## config.mk

```make
export PLATFORM = sky130hd
export DESIGN_NAME = vector_dot_accumulator
export DESIGN_NICKNAME = d
export VERILOG_FILES = /design/src/rtl/vector_dot_accumulator.sv
export SDC_FILE = /design/constraint.sdc
export NUM_CORES = 1
export LEC_CHECK = 0
export CAP_MARGIN = 5
export CORE_AREA = 2 2 94 96
export CTS_CLUSTER_DIAMETER = 100
export DETAILED_ROUTE_END_ITERATION = 7
export DIE_AREA = 0 0 96 98
export PLACE_DENSITY_LB_ADDON = 0.05
export RECOVER_POWER = 25
export REMOVE_ABC_BUFFERS = 1
export SLEW_MARGIN = 10
export SYNTH_ARGS = -nofsm -noshare
export SYNTH_HDL_FRONTEND = slang
export SYNTH_SLANG_ARGS = --single-unit
```

## constraint.sdc

```tcl
create_clock -name clk -period 11.59 [get_ports clk]
set_input_delay 1.7385 -clock clk [delete_from_list [all_inputs] [get_ports clk]]
set_output_delay 1.7385 -clock clk [all_outputs]
set_load 0.01 [all_outputs]
```

## src/rtl/vector_dot_accumulator.sv

```systemverilog
// rtl/vector_dot_accumulator.sv - streaming unsigned dot product of VEC_LEN-element vectors
// Registered multiply, accumulate, then a result register held until the consumer takes it.
module vector_dot_accumulator #(
  parameter int DATA_W  = 8,
  parameter int VEC_LEN = 4,
  parameter int ACC_W   = 18
) (
  input  logic              clk,
  input  logic              rst_n,
  input  logic              in_valid,
  output logic              in_ready,
  input  logic [DATA_W-1:0] a_in,
  input  logic [DATA_W-1:0] b_in,
  output logic              out_valid,
  input  logic              out_ready,
  output logic [ACC_W-1:0]  out_data
);

  localparam int PROD_W = 2 * DATA_W;
  localparam int CNT_W  = $clog2(VEC_LEN);
  localparam logic [CNT_W-1:0] CNT_LAST = CNT_W'(VEC_LEN - 1);

  typedef enum logic [1:0] {
    ACCUM = 2'd0,
    DRAIN = 2'd1,
    HOLD  = 2'd2
  } state_t;

  state_t              state_q;
  state_t              state_d;
  logic                ready_c;
  logic                accept;
  logic [CNT_W-1:0]    cnt_q;
  logic [PROD_W-1:0]   prod_q;
  logic                prod_v;
  logic [ACC_W-1:0]    acc_q;
  logic [PROD_W-1:0]   prod_next;
  logic [ACC_W-1:0]    prod_ext;
  logic [ACC_W-1:0]    acc_sum;

  // Operands widened before the multiply so the full product is kept.
  assign prod_next = {{DATA_W{1'b0}}, a_in} * {{DATA_W{1'b0}}, b_in};
  assign prod_ext  = {{(ACC_W - PROD_W){1'b0}}, prod_q};
  assign acc_sum   = acc_q + prod_ext;

  // Gated by rst_n so the upstream never sees ready while reset is held.
  assign in_ready = ready_c && rst_n;
  assign accept   = in_valid && in_ready;

  always_ff @(posedge clk) begin
    if (!rst_n) begin
      state_q <= ACCUM;
    end else begin
      state_q <= state_d;
    end
  end

  always_comb begin
    state_d = state_q;
    ready_c = 1'b0;
    case (state_q)
      ACCUM: begin
        ready_c = 1'b1;
        if (in_valid && (cnt_q == CNT_LAST)) begin
          state_d = DRAIN;
        end
      end
      DRAIN: begin
        state_d = HOLD;
      end
      HOLD: begin
        if (out_ready) begin
          state_d = ACCUM;
        end
      end
      default: begin
        state_d = ACCUM;
      end
    endcase
  end

  always_ff @(posedge clk) begin
    if (!rst_n) begin
      cnt_q     <= '0;
      prod_q    <= '0;
      prod_v    <= 1'b0;
      acc_q     <= '0;
      out_valid <= 1'b0;
      out_data  <= '0;
    end else begin
      case (state_q)
        ACCUM: begin
          // The previous product folds in while the new one is captured.
          if (prod_v) begin
            acc_q <= acc_sum;
          end
          if (accept) begin
            prod_q <= prod_next;
            prod_v <= 1'b1;
            cnt_q  <= (cnt_q == CNT_LAST) ? '0 : cnt_q + CNT_W'(1);
          end else begin
            prod_v <= 1'b0;
          end
        end
        DRAIN: begin
          out_data  <= acc_sum;
          out_valid <= 1'b1;
        end
        HOLD: begin
          if (out_ready) begin
            out_valid <= 1'b0;
            acc_q     <= '0;
            prod_v    <= 1'b0;
          end
        end
        default: begin
          out_valid <= 1'b0;
        end
      endcase
    end
  end

endmodule

```

==> results of run 1 <==
cell families (layout without fill, tap and decap cells):
family,count (synthesis),after routing,synth area share
mux,1,1,0.002047
xor+xnor,23,23,0.04119
fa+ha+maj,90,90,0.2870
flops,58,58,0.2374
compound gates,119,119,0.1635
buf+inv,85,123,0.06549
simple gates,196,196,0.2034
cells in the mapped netlist, types with 3 or more instances:
| library cell | instances | area share |
|---|---|---|
| o21ai_0 | 31 | 0.032 |
| nand3_1 | 22 | 0.023 |
| o31ai_1 | 3 | 0.0046 |
| nor2_1 | 15 | 0.012 |
| dfxtp_1 | 58 | 0.24 |
| nand4_1 | 3 | 0.0038 |
| inv_1 | 66 | 0.051 |
| ha_1 | 53 | 0.14 |
| a22oi_1 | 7 | 0.011 |
| nand2b_1 | 4 | 0.0051 |
| fa_1 | 37 | 0.15 |
| a21oi_1 | 20 | 0.020 |
| a22o_1 | 5 | 0.0090 |
| nor2b_1 | 12 | 0.015 |
| and2_1 | 50 | 0.064 |
| xnor2_1 | 11 | 0.020 |
| clkbuf_1 | 16 | 0.012 |
| a21o_1 | 10 | 0.015 |
| o211ai_1 | 4 | 0.0061 |
| xor2_1 | 12 | 0.021 |
| a31oi_1 | 3 | 0.0038 |
| nand2_1 | 71 | 0.054 |
| o211a_1 | 3 | 0.0061 |
| a21boi_0 | 15 | 0.023 |
| o21a_1 | 3 | 0.0046 |
| nor3_1 | 4 | 0.0041 |
metal layers:
metal / global-route usage / vias to the layer above / part of all wire
li1: - / 1981 / -
met1: 0.2773 / 1859 / 0.46
met2: 0.3782 / 72 / 0.49
met3: 0.02778 / 8 / 0.031
met4: 0.08022 / 0 / 0.014
met5: 0 / - / 0
cell type report:
cell class / count / area (um2) / area share
clock buffers: 11 / 141.4 / 0.02536
clock inverters: 5 / 77.57 / 0.01392
inverters: 66 / 247.7 / 0.04444
multi-input cells: 429 / 3410 / 0.6117
flip-flops and latches: 58 / 1161 / 0.2083
well taps: 108 / 135.1 / 0.02424
repair buffers: 41 / 401.6 / 0.07205
flip-flops by register name, indices dropped and copies added, names as in the netlist:
name	count
acc_q	18
out_data	18
prod_q	16
cnt_q	2
state_q	2
out_valid	1
prod_v	1
where the power goes:
group	leakage [nW]	switching, mW	internal, mW	total, mW
logic	1.94	0.195	0.148	0.344
clock network	0.109	0.0757	0.126	0.202
registers	0.472	0.0126	0.220	0.233
cell usage in the layout (no fill, tap or decap), types with 3 or more instances in the layout:
| cell type | n |
|---|---|
| clkbuf_8 | 10 |
| o211a_1 | 3 |
| a31oi_1 | 3 |
| nor2b_1 | 12 |
| nor3_1 | 4 |
| a21boi_0 | 15 |
| and2_1 | 50 |
| xnor2_1 | 11 |
| nor2_1 | 15 |
| a22o_1 | 5 |
| a21oi_1 | 20 |
| o211ai_1 | 4 |
| nand3_1 | 22 |
| inv_1 | 66 |
| a22oi_1 | 7 |
| o21ai_0 | 31 |
| xor2_1 | 12 |
| nand2b_1 | 4 |
| clkdlybuf4s50_1 | 38 |
| a21o_1 | 10 |
| fa_1 | 37 |
| nand4_1 | 3 |
| nand2_1 | 71 |
| o21a_1 | 3 |
| dfxtp_1 | 58 |
| o31ai_1 | 3 |
| ha_1 | 53 |
worst min-delay path by stage:
stage / start / end / cells after the start
finish: acc_q[12]$_SDFFE_PN0P_ / acc_q[12]$_SDFFE_PN0P_ / 2
global route: acc_q[14]$_SDFFE_PN0P_ / acc_q[14]$_SDFFE_PN0P_ / 2
CTS: acc_q[14]$_SDFFE_PN0P_ / acc_q[14]$_SDFFE_PN0P_ / 2
detailed placement: acc_q[14]$_SDFFE_PN0P_ / acc_q[14]$_SDFFE_PN0P_ / 2
global placement: acc_q[15]$_SDFFE_PN0P_ / acc_q[15]$_SDFFE_PN0P_ / 2
floorplan: acc_q[12]$_SDFFE_PN0P_ / acc_q[12]$_SDFFE_PN0P_ / 2
worst register-to-register path, stage by stage, from the launching register on:
cell and delay (ns):
dfxtp_1 0.35, ha_1 0.20, inv_1 0.06, fa_1 0.40
nand2b_2 0.23, a211oi_2 0.30, nor3_1 0.15, a311oi_1 0.41
a311oi_1 0.22, and4_1 0.24, a311o_1 0.26
per-stage QoR:
stage	instances	power [mW]	area [um2]	utilization
after CTS	718	0.7867	5578	0.6589
after global placement	702	0.5692	5359	0.6330
after global routing	718	0.8471	5574	0.6584
after floorplan	553	0.5032	4818	-
final	718	0.7784	5574	0.6584
after detailed placement	702	0.5814	5359	0.6330
==> qor.txt, run 1 <==
Result of the run: finished with violations
Violations in the final reports: capacitance limit, slew limit
Buffering stage count on the worst path with inverters included: 4
DRC viols: 0
Horiz. Die Dim: 96 um
Remaining max-slew budget at the tightest pin: -0.4096
Max Clock Skew: 0.009863 ns
Netlist cell types: 51
Worst setup timing slack at the placement stage: 5.344 ns
Delay of the slowest cell on the worst path: 1.50 ns
Number of I/O pins: 40
CTS Root Buffer Type: clkbuf_8
#FFs+latches synth: 58
Max Cap Violations: 1
Fin crit period: 6.787 ns
Placer's final routability congestion estimate: 0.8544
Initial antenna violation count: 0
Most used DFF post-synth: dfxtp_1
Count of nets left with antenna violations after detail routing: 0
Port-buffer cells: 39
CP max FO: 54
Sequential element share of the synthesized area: 0.2374
Floorplan die height: 98 um
Share of flip-flops with an asynchronous set or reset: 0
Std cell rows: 34
Routed WL per cell: 13.50 um
Post CTS Setup Buffer Count: 0
Number of enable flip-flop cells after synthesis: 0
Total congestion overflow after global routing: 0
Area of the die: 0.009408 mm2
Worst Setup Path Type: primary input to output pin
Setup repair after global routing missed its margin: false
CP startpoint kind: primary input
Kind of end point of the critical path: output pin
CP max-delay cell: clkbuf_1
Global-route wire length before repair: 16.70 mm
H-tree depth reported by CTS: 3
Worst setup endpoint: in_ready
Antenna Diode Count: 0
Gates resized, CTS repair: 0
Synthesized area per cell: 8.551 um2
WL final: 9.692 mm
Power density cells: 139.6 mW/mm2
Crit path DAT: 5.05 ns
Kind of cell with the highest combined delay on the critical path: buffers and inverters
Number of nets in the final layout: 715
Fillers: 742
Share of the clock period used by the worst path after layout: 0.5856
Overall routing resource usage: 0.2195
First-pass iteration count of the detailed router: 4
Vias in the first global route: 3820
Post-detailed-placement half-perimeter wirelength: 7.816 mm
Number of pins with negative max-slew slack in the final report: 55
Maximum number of pins on one net before global-route repair: 55
Worst hold-check path type: register to register
Max VDD drop: 0.07349 mV
TritonCTS Sinks: 58
Launch instance of the worst register-to-register path: prod_q[0]$_SDFFE_PN0P_
Number of buffers added by the clock tree synthesis step: 9
Worst-case hold slack: 0.4626 ns
Endpoint of the worst register-to-register path: out_data[14]$_SDFFE_PN0P_
Number of setup violations in the final report: 0
Via count normalized by instance count: 5.460
Maximum buffer depth of the clock tree: 2
Setup TNS: 0 ns
Final hold viol count: 0
Leakage dissipation: 2.520 nW
Worst Reg-to-Reg Cells: 10
Count of cell instances traversed by the critical path: 5
Worst setup path start: rst_n
Upper clock frequency limit: 147.3 MHz
Syn. warnings: 0
Required time of the critical path: 9.85 ns
Clock latency reported for the late side of the worst-skew pair: 0.33 ns
Share of final-layout standard cells stronger than drive strength 1: 0.03770
Clock transition at the registers of the reported paths: 0.06 ns
Initial DRC Count: 145
Hold_buf cts: 0
Setup ws final: 4.803 ns
Area growth from synthesis to final layout: 13.97%
Synthesized cell area: 0.004891 mm2
Core region area: 0.008466 mm2
Clock tree from TritonCTS: built
Worst path cell trace: dlygate4sd3_1 -> clkbuf_1 -> inv_1 -> nor3_1 -> clkdlybuf4s50_1
R2R setup slack: 8.65 ns
Total number of vias: 3920
Pin slew with the least headroom to its limit: 2.114 ns
Initial standard-cell utilization of the core: 0.5777
Gate count of the mapped netlist: 572
Power figures use the tool's default switching activity.
==> run 2: changes to the inputs <==
Clock period 11.59 ns to 6.4 ns, I/O delays scaled along.
==> qor.txt, run 2 (synthesis gave the netlist of run 1 again) <==
Share of final-layout standard cells stronger than drive strength 1: 0.03770
Max Clock Skew: 0.008638 ns
Setup repair after global routing missed its margin: false
Clock transition at the registers of the reported paths: 0.06 ns
Crit path DAT: 4.21 ns
Combinational group share of total power: 0.439
Horiz. Die Dim: 96 um
Worst Setup Path Type: primary input to output pin
Area growth from synthesis to final layout: 13.97%
Worst-case hold slack: 0.4618 ns
Vias in the first global route: 3811
Setup TNS: 0 ns
Max Cap Violations: 1
Total number of vias: 3904
Number of I/O pins: 40
Share of total power consumed by net switching: 0.3653
Placer's final routability congestion estimate: 0.8544
Most common library cell in the layout ignoring fill and taps: nand2_1
Area of the die: 0.009408 mm2
CP max FO: 54
Hold_buf cts: 0
Max VDD drop: 0.1136 mV
Number of nets in the final layout: 715
Switching power of the nets: 0.5155 mW
Worst setup path start: rst_n
CP max-delay cell: clkbuf_1
Delay of the slowest cell on the worst path: 1.47 ns
Fillers: 741
Clock latency reported for the late side of the worst-skew pair: 0.34 ns
H-tree depth reported by CTS: 3
Initial standard-cell utilization of the core: 0.5777
Proportion of power drawn by the clock network: 0.263
Antenna Diode Count: 0
WL final: 9.526 mm
Internal power contribution: 0.8956 mW
Clock tree from TritonCTS: built
Final core utilization: 0.6584
Number of setup violations in the final report: 0
Highest-count cells in the layout ignoring fill and taps: nand2_1, inv_1, dfxtp_1
Routed WL per cell: 13.27 um
Hold path start: acc_q[12]$_SDFFE_PN0P_
Pin slew with the least headroom to its limit: 2.070 ns
Maximum buffer depth of the clock tree: 2
Port-buffer cells: 39
Count of nets left with antenna violations after detail routing: 0
Initial DRC Count: 152
Launch instance of the worst register-to-register path: prod_q[0]$_SDFFE_PN0P_
Maximum number of pins on one net before global-route repair: 55
Post-detailed-placement half-perimeter wirelength: 7.702 mm
Initial antenna violation count: 0
DRC viols: 0
Worst hold-check path type: register to register
Share of the clock period used by the worst path after layout: 0.8073
TritonCTS Sinks: 58
Gates resized, CTS repair: 0
Total congestion overflow after global routing: 0
Number of buffers added by the clock tree synthesis step: 9
Global-route wire length before repair: 16.50 mm
CP startpoint kind: primary input
Remaining max-slew budget at the tightest pin: -0.3801
Result of the run: finished with violations
Via count normalized by instance count: 5.437
Leakage dissipation: 2.531 nW
Worst path cell trace: dlygate4sd3_1 -> clkbuf_1 -> inv_1 -> nor3_1 -> clkdlybuf4s50_1
Overall routing resource usage: 0.2161
Number of pins with negative max-slew slack in the final report: 55
First-pass iteration count of the detailed router: 4
Power density cells: 253.2 mW/mm2
Floorplan die height: 98 um
Required time of the critical path: 5.44 ns
CTS Root Buffer Type: clkbuf_8
Kind of end point of the critical path: output pin
Post CTS Setup Buffer Count: 0
Register share of total power: 0.298
Violations in the final reports: capacitance limit, slew limit
Upper clock frequency limit: 193.5 MHz
Fin crit period: 5.167 ns
Core region area: 0.008466 mm2
Std cell rows: 34
Final hold viol count: 0
Registers with the most flip-flops: acc_q x18, out_data x18, prod_q x16
## run 2: cell count changes in the layout (fill, tap and decap cells not counted), sizes merged
cell / delta
clkdlybuf4s50: -3
dlygate4sd3: +3
## run 2: per-layer routing
layer	up-vias	global-route usage	wire, um
met4	0	0.06044	125
li1	1983	-	-
met1	1839	0.2793	4511
met5	-	0	0
met2	73	0.3697	4602
met3	9	0.03472	287
## run 2: cell type report
class	count	area, um2	share of cell area
multi-input combinational	429	3410	0.6117
sequential	58	1161	0.2083
timing repair buffer	41	401.6	0.07205
inverter	66	247.7	0.04444
clock buffer	11	141.4	0.02536
tap	108	135.1	0.02424
clock inverter	5	77.57	0.01392
## run 2: worst paths after layout
path / endpoint / slack (ns) / depth (start not counted)
worst min-delay path: acc_q[12]$_SDFFE_PN0P_ / 0.46 / 2
worst max-delay path: in_ready / 1.23 / 5
worst min register to register: acc_q[12]$_SDFFE_PN0P_ / 0.46 / 2
worst max register to register: out_data[14]$_SDFFE_PN0P_ / 3.47 / 10
## run 2: worst max-delay path, delay by kind of cell
kind                   cells  cell delay, ns
and+or+nand+nor            1            0.33
buffers and inverters      4            2.91
## run 2: power groups by stage
stage	registers (mW)	logic (mW)	clock network [mW]
floorplan	0.422	0.489	0
detailed placement	0.428	0.622	0
global placement	0.428	0.603	0
finish	0.421	0.620	0.370
global route	0.425	0.716	0.389
CTS	0.421	0.627	0.374
## run 2: stage by stage
stage	worst slack [ns]	instances	area, um2	power (mW)
2_1_floorplan	1.745	553	4818	0.9113
3_3_place_gp	1.013	702	5359	1.031
3_5_place_dp	0.9296	702	5359	1.050
4_1_cts	1.287	718	5578	1.421
5_1_grt	0.9424	718	5574	1.530
6_report	1.233	718	5574	1.411
==> run 3: changes to the inputs <==
Clock period 6.4 ns to 5.2 ns, I/O delays scaled along.
==> qor.txt, run 3 (synthesis gave the netlist of run 1 again) <==
Result of the run: finished with violations
Violations in the final reports: capacitance limit, slew limit
Number of I/O pins: 40
Std cell rows: 34
Initial DRC Count: 141
Number of setup violations in the final report: 0
WL final: 10.19 mm
Launch instance of the worst register-to-register path: prod_q[0]$_SDFFE_PN0P_
Area of all placed cells without fillers: 0.005670 mm2
Initial antenna violation count: 0
Endpoint of the worst register-to-register path: out_data[14]$_SDFFE_PN0P_
TritonCTS Sinks: 58
CTS Root Buffer Type: clkbuf_8
Crit path DAT: 5.23 ns
Kind of cell with the highest combined delay on the critical path: adder cells
Worst Setup Path Type: primary input to register
Core region area: 0.008466 mm2
Area growth from synthesis to final layout: 15.94%
H-tree depth reported by CTS: 3
Clock transition at the registers of the reported paths: 0.07 ns
Share of final-layout standard cells stronger than drive strength 1: 0.05484
Power density cells: 316.7 mW/mm2
Kind of end point of the critical path: register
Most common library cell in the layout ignoring fill and taps: nand2_1
Hold_buf cts: 0
Area of placed instances: 0.005426 mm2
Routed WL per cell: 14.00 um
Area of the die: 0.009408 mm2
Max Clock Skew: 0.01105 ns
Horiz. Die Dim: 96 um
R2R setup slack: 2.30 ns
DRC viols: 0
Final hold viol count: 0
Maximum number of pins on one net before global-route repair: 54
Worst path cell trace: clkdlybuf4s50_1 -> and2_1 -> fa_1 -> inv_1 -> fa_1 -> inv_1 -> fa_1 -> inv_1 -> fa_1 -> inv_1 -> ha_1 -> or3_1 -> o211ai_1 -> a21oi_1 -> o21a_1 -> o31ai_1
Post-detailed-placement half-perimeter wirelength: 8.113 mm
Clock tree from TritonCTS: built
Worst hold-check path type: register to register
Total number of vias: 3939
Placer's final routability congestion estimate: 0.8398
Via count normalized by instance count: 5.411
Final core utilization: 0.6698
Number of nets in the final layout: 725
Pin slew with the least headroom to its limit: 2.018 ns
Total congestion overflow after global routing: 0
Setup repair after global routing missed its margin: false
Vias in the first global route: 3970
CP startpoint kind: primary input
Antenna Diode Count: 0
Delay of the slowest cell on the worst path: 0.54 ns
Highest-count cells in the layout ignoring fill and taps: nand2_1, inv_1, dfxtp_1
Number of buffers added by the clock tree synthesis step: 9
Terminating pin of the worst hold path: cnt_q[1]$_SDFFE_PN0P_
Count of nets left with antenna violations after detail routing: 0
Port-buffer cells: 39
Number of pins with negative max-slew slack in the final report: 54
CP max FO: 8
Overall routing resource usage: 0.2363
Initial standard-cell utilization of the core: 0.5777
Hold path start: cnt_q[1]$_SDFFE_PN0P_
Worst Hold Depth: 2
Upper clock frequency limit: 200.3 MHz
Required time of the critical path: 5.44 ns
Maximum buffer depth of the clock tree: 2
Fin crit period: 4.992 ns
Buffering stage count on the worst path with inverters included: 5
Remaining max-slew budget at the tightest pin: -0.3456
Max Cap Violations: 1
Max VDD drop: 0.1441 mV
Clock latency reported for the late side of the worst-skew pair: 0.35 ns
Worst Reg-to-Reg Cells: 10
Registers with the most flip-flops: acc_q x18, out_data x18, prod_q x16
First-pass iteration count of the detailed router: 4
Share of the clock period used by the worst path after layout: 0.9599
Floorplan die height: 98 um
Global-route wire length before repair: 17.65 mm
CP max-delay cell: fa_1
Worst-case hold slack: 0.4638 ns
Leakage dissipation: 2.608 nW
Fillers: 729
-- run 3: changes by cell type in the layout (fill, tap and decap cells not counted) --
cell	previous run	this run
buf_4	1	11
clkbuf_1	2	1
clkbuf_8	10	12
clkdlybuf4s50_1	35	31
clkinv_2	2	1
dlygate4sd3_1	4	7
dlymetal6s2s_1	0	1
-- run 3: tightest hold or removal path: cells and delay by family, from the launching register on --
family | cells | cell delay [ns]
AND/OR/NAND/NOR | 1 | 0.05
flip-flops | 1 | 0.31
AO/OA/AOI/OAI | 1 | 0.06
-- run 3: cell type report --
| type | instances | area (um2) | share of cell area |
|---|---|---|---|
| well taps | 108 | 135.1 | 0.02383 |
| repair buffers | 51 | 479.2 | 0.08451 |
| clock inverters | 4 | 72.57 | 0.01280 |
| clock buffers | 12 | 165.2 | 0.02913 |
| inverters | 66 | 247.7 | 0.04369 |
| flip-flops and latches | 58 | 1161 | 0.2048 |
| multi-input cells | 429 | 3410 | 0.6013 |
-- run 3: how the worst max path moves through the flow --
stage                 start                       to  slack (ns)  cells after the start
CTS                 b_in[4]  prod_q[13]$_SDFFE_PN0P_        0.25                     16
finish              b_in[4]  prod_q[13]$_SDFFE_PN0P_        0.21                     16
detailed placement  b_in[4]  prod_q[13]$_SDFFE_PN0P_       -0.11                     16
global placement    b_in[4]  prod_q[13]$_SDFFE_PN0P_        0.03                     16
floorplan           b_in[4]  prod_q[13]$_SDFFE_PN0P_        0.73                     15
global route        b_in[4]  prod_q[13]$_SDFFE_PN0P_       0.008                     16
-- run 3: repair_timing --
item,in CTS,in global routing
gates resized for setup,0,1
buffers inserted,0,1
setup endpoints to repair,0,1
-- run 3: per-stage QoR --
stage	setup TNS, ns	setup WS (ns)	cells	power (mW)
3_5_place_dp	-0.2214	-0.1083	711	1.312
2_1_floorplan	0	0.7253	553	1.122
5_1_grt	0	0.007693	728	1.951
3_3_place_gp	0	0.03164	711	1.283
6_report	0	0.2083	728	1.796
4_1_cts	0	0.2500	727	1.802
-- run 3: power breakdown --
group          leakage, nW  switching [mW]  total [mW]  internal, mW
clock network        0.119           0.177       0.485         0.308
logic                 2.02           0.443       0.792         0.349
registers            0.472          0.0275       0.518         0.491
-- run 3: routing by layer --
metal  vias up  global-route usage  share of wire
li1       2003                   -              -
met4         0             0.08791          0.020
met2        78              0.4092           0.49
met5         -                   0              0
met3        14             0.04552          0.039
met1      1844              0.2861           0.45
